`src/rtl/ram_bus_master.sv`:
```
// Valid/ready initiator for the single-port strobed RAM: one transaction per strobe, response held until RSP_READY.
// Latency accept->RSP_VALID is 1+W (write) / 2+W (read); define MEMBUS_TIMEOUT_EN for a strobe-wait timeout (RSP_ERR).
module ram_bus_master #(
  parameter int ADDR_W         = 8,
  parameter int DATA_W         = 16,
  parameter int TIMEOUT_CYCLES = 1024
) (
  input  logic              CLK,
  input  logic              RESET,
  input  logic              SLOW_CLOCK_STRB,
  input  logic              REQ_VALID,
  output logic              REQ_READY,
  input  logic              REQ_WE,
  input  logic [ADDR_W-1:0] REQ_ADDR,
  input  logic [DATA_W-1:0] REQ_WDATA,
  output logic              RSP_VALID,
  input  logic              RSP_READY,
  output logic [DATA_W-1:0] RSP_RDATA,
  output logic              RSP_ERR,
  output logic              MEM_WRITE_EN,
  output logic [ADDR_W-1:0] MEM_ADDRESS,
  output logic [DATA_W-1:0] MEM_DATA_IN,
  input  logic [DATA_W-1:0] MEM_DATA_OUT
);

  typedef enum logic [1:0] {IDLE, ISSUE, CAPTURE, RESP} state_t;

  state_t            state, state_nxt;
  logic              we_nxt, rsp_valid_nxt;
  logic [ADDR_W-1:0] addr_nxt;
  logic [DATA_W-1:0] wdata_nxt, rdata_nxt;

`ifdef MEMBUS_TIMEOUT_EN
  localparam int CNT_W = $clog2(TIMEOUT_CYCLES + 1);
  logic [CNT_W-1:0] cnt, cnt_nxt;
  logic             err, err_nxt;
  assign RSP_ERR = err;
`else
  assign RSP_ERR = 1'b0;
`endif

  assign REQ_READY = (state == IDLE) && !RESET;

  always_comb begin
    state_nxt     = state;
    we_nxt        = MEM_WRITE_EN;
    addr_nxt      = MEM_ADDRESS;
    wdata_nxt     = MEM_DATA_IN;
    rsp_valid_nxt = RSP_VALID;
    rdata_nxt     = RSP_RDATA;
`ifdef MEMBUS_TIMEOUT_EN
    cnt_nxt       = cnt;
    err_nxt       = err;
`endif
    case (state)
      IDLE: begin
        if (REQ_VALID) begin
          addr_nxt  = REQ_ADDR;
          wdata_nxt = REQ_WDATA;
          we_nxt    = REQ_WE;
          state_nxt = ISSUE;
`ifdef MEMBUS_TIMEOUT_EN
          cnt_nxt   = '0;
`endif
        end
      end
      ISSUE: begin
        // The RAM performs the access on this edge; a write is complete now.
        if (SLOW_CLOCK_STRB) begin
          we_nxt = 1'b0;
          if (MEM_WRITE_EN) begin
            rsp_valid_nxt = 1'b1;
            rdata_nxt     = '0;
            state_nxt     = RESP;
          end else begin
            state_nxt = CAPTURE;
          end
        end
`ifdef MEMBUS_TIMEOUT_EN
        else if (cnt == CNT_W'(TIMEOUT_CYCLES - 1)) begin
          we_nxt        = 1'b0;
          err_nxt       = 1'b1;
          rdata_nxt     = '0;
          rsp_valid_nxt = 1'b1;
          state_nxt     = RESP;
        end else begin
          cnt_nxt = cnt + CNT_W'(1);
        end
`endif
      end
      CAPTURE: begin
        rdata_nxt     = MEM_DATA_OUT;
        rsp_valid_nxt = 1'b1;
        state_nxt     = RESP;
      end
      RESP: begin
        if (RSP_READY) begin
          rsp_valid_nxt = 1'b0;
          state_nxt     = IDLE;
`ifdef MEMBUS_TIMEOUT_EN
          err_nxt       = 1'b0;
`endif
        end
      end
      default: state_nxt = IDLE;
    endcase
  end

  always_ff @(posedge CLK) begin
    if (RESET) begin
      state        <= IDLE;
      MEM_WRITE_EN <= 1'b0;
      MEM_ADDRESS  <= '0;
      MEM_DATA_IN  <= '0;
      RSP_VALID    <= 1'b0;
      RSP_RDATA    <= '0;
`ifdef MEMBUS_TIMEOUT_EN
      cnt          <= '0;
      err          <= 1'b0;
`endif
    end else begin
      state        <= state_nxt;
      MEM_WRITE_EN <= we_nxt;
      MEM_ADDRESS  <= addr_nxt;
      MEM_DATA_IN  <= wdata_nxt;
      RSP_VALID    <= rsp_valid_nxt;
      RSP_RDATA    <= rdata_nxt;
`ifdef MEMBUS_TIMEOUT_EN
      cnt          <= cnt_nxt;
      err          <= err_nxt;
`endif
    end
  end

endmodule

```
`config.mk`:
```
export PLATFORM = sky130hd
export DESIGN_NAME = ram_bus_master
export DESIGN_NICKNAME = d
export VERILOG_FILES = /design/src/rtl/ram_bus_master.sv
export SDC_FILE = /design/constraint.sdc
export NUM_CORES = 1
export LEC_CHECK = 0
export ABC_AREA = 1
export CORE_UTILIZATION = 42
export CTS_BUF_LIST = sky130_fd_sc_hd__clkbuf_4
export CTS_CLUSTER_SIZE = 16
export DETAILED_ROUTE_END_ITERATION = 10
export GPL_TIMING_DRIVEN = 0
export PLACE_DENSITY_LB_ADDON = 0.2
export SETUP_SLACK_MARGIN = 0.5
export SLEW_MARGIN = 20
export SYNTH_ARGS = -nofsm -noshare
export SYNTH_HDL_FRONTEND = slang
export SYNTH_SLANG_ARGS = --single-unit
```
`constraint.sdc`:
```
create_clock -name CLK -period 1.7 [get_ports CLK]
set_clock_uncertainty 0.05 [all_clocks]
set_input_delay 0.17 -clock CLK [delete_from_list [all_inputs] [get_ports CLK]]
set_output_delay 0.17 -clock CLK [all_outputs]
set_load 0.02 [all_outputs]
```
==> reports/results.ini <==
[cts]
cts_tree = yes
cts_hold_buf = 0
clock_sinks = 44
cts_root_buf = clkbuf_4
clock_insertion_delay_worst_skew_ps = 350
path_clk_slew_ps = 130
htree_levels = 2
clock_path_buffers = 2
cts_made_buffers = 5

[cells_and_area]
drive_gt1_share_pct = 53.4
layout.cells.non_filler = 398
num-nets-final = 399
n_antenna_cell = 0
syn_to_final_growth_pct = 86.1
finish.utilization_pct = 84.1

[setup_path]
start_kind = register
crit_chain = buf_4, ha_4, nand2_4, nand3_4, buf_12, buf_16, nand2_2, a21oi_2
cp_max_fo = 8
crit_buf_inv = 3
crit_start = state[0]$_SDFFE_PP0P_
criticalPathCategory = register to register
crit_path_end_kind = register
worstPathArrival_ps = 1700
path_delay_family = buffers and inverters
rr_startpoint = state[0]$_SDFFE_PP0P_
slowest_stage = dfxtp_4
cpPeakStageDelay_ps = 380
required_ps = 1900

[global_routing]
grt_pass1_wl_um = 8580
antenna_found_initial = 0
grt_pass1_vias = 1871
grt_max_degree = 14
grt_util_all_layers_pct = 25.1
grt_remaining_overflow = 0

[drt]
vias = 2036
drt-initial-drc-count = 96
vias_per_cell = 5.12
ant_nets = 0
drc = 0
drt_pass1_iterations = 4
routed_wl_um = 6220
wire_per_inst_um = 15.6

[power]
power_mw = 6.37
ir_worst_vdd_mv = 0.966
power_density_nw_per_um2 = 1840
leakagePower_nw = 1.50

[synthesis]
synth_edf_count = 0
synth_cell_types = 23
syn_avg_cell_area_um2 = 8.19
ys.flop_type = dfxtp_1
ys_warn_count = 0
ys_ff_latch = 44
synth_area_um2 = 1860
netlist_instances = 227
ys_seq_area_share_pct = 47.4
syn_nets = 278
async_reset_ff_share_pct = 0

[sta]
max_freq_mhz = 668
fin_crit_ps = 1500
setup_violations = 0
fin_setup_tns_ps = 0
grt_setup_unrepaired = true
hold_viol_final = 0
drv_slew = 0
period_share_pct = 88.1

[worst_hold_path]
min-delay-path-class = primary input to register
worstHoldStart = RESET

[place]
port_buffers = 87
dpl.hpwl_um = 3270
place_congestion = 0.750
dp.cells = 364

[floorplan]
fp.dieH_um = 68.5
num_rows = 23
die_x_um = 68.5
start_util_pct = 45.2
die_area_um2 = 4700
coreArea_um2 = 4120
ioPinCount = 90

[outcome]
status = finished, final reports clean

[run]
cap_viol_max_count = 0

-- area by class of cell --
class / instances / area (µm²)
flip-flops and latches: 44 / 898
inverters: 12 / 70.1
well taps: 50 / 62.6
fillers: 240 / 654
repair buffers: 114 / 1010
plain buffers: 14 / 155
clock buffers: 5 / 37.5
multi-input cells: 157 / 1170
clock inverters: 2 / 60.1
-- sequential cells by signal (all words and copies together), names as in the netlist --
signal        flops
MEM_ADDRESS       8
MEM_DATA_IN      16
MEM_WRITE_EN      1
RSP_RDATA        16
RSP_VALID         1
state             2
-- final timing paths --
| kind | cells past startpoint | to | slack [ps] |
|---|---|---|---|
| max | 8 | RSP_RDATA[3]$_SDFFE_PP0P_ | 200 |
| min | 2 | RSP_RDATA[10]$_SDFFE_PP0P_ | 30 |
| max reg2reg | 8 | RSP_RDATA[3]$_SDFFE_PP0P_ | 200 |
| min reg2reg | 2 | RSP_RDATA[7]$_SDFFE_PP0P_ | 420 |
-- synth_stat cells, types with 2 or more instances --
cell      number  area (µm²)
a21oi_1        9        45.0
a21oi_2       10        87.6
buf_2          5        25.0
buf_4          4        30.0
clkbuf_1       2        7.51
dfxtp_1       44         881
ha_1           5        62.6
inv_1          8        30.0
inv_2          4        15.0
nand2_1       17        63.8
nand2_2       12        75.1
nand2_4        2        22.5
nand3_1        4        20.0
nand4_1       16         100
nor2_1        55         206
o21ai_0       23         115
-- where the power goes --
group	switching (mW)	total, mW	internal (mW)
registers	0.234	1.57	1.34
clock network	0.340	0.790	0.450
logic	2.04	4.01	1.97
total	2.61	6.37	3.76
-- metal layers --
metal  global-route usage, %  vias to the layer above  share of wire [%]
li1                        -                      989                  -
met1                    26.2                      927                 37
met2                    48.7                       99                 51
met3                    6.74                       21                8.1
met4                    6.51                        0                3.3
met5                       0                        -                  0
-- cell families (layout without fill, tap and decap cells) --
| logic type | after synthesis | after routing | synth area share (%) |
|---|---|---|---|
| AO/OA/AOI/OAI | 44 | 44 | 14.0 |
| AND/OR/NAND/NOR | 107 | 107 | 27.2 |
| buffers and inverters | 26 | 147 | 7.87 |
| flip-flops | 44 | 44 | 47.4 |
| adder cells (fa/ha/maj) | 5 | 5 | 3.36 |
| other | 1 | 1 | 0.202 |
-- layout by cell type, fill, tap and decap left out, types with 11 or more instances in the layout --
cell             count
nor2_1              33
a21oi_2             11
nand2_1             16
nor2_4              15
nand4_1             16
o21ai_2             19
dfxtp_1             34
clkdlybuf4s50_1     44
buf_2               46
buf_4               13
-- per-stage QoR --
stage	cell area (µm²)	hold slack, ps	setup WS, ps
final	3460	32.3	203
after global routing	3460	28.1	159
after CTS	3360	29.7	240
after detailed placement	2810	405	30.8
after global placement	2810	399	38.8
after floorplan	1880	262	449
-- timing repair --
| item | 4_1_cts | 5_1_grt |
|---|---|---|
| setup buffers | 18 | 4 |
| gates resized for setup | 255 | 63 |
| cloned | 5 | 0 |
| pin swaps | 13 | 19 |
| endpoints found under the setup margin | 87 | 63 |
No activity file was read; power rests on OpenSTA's default activity.
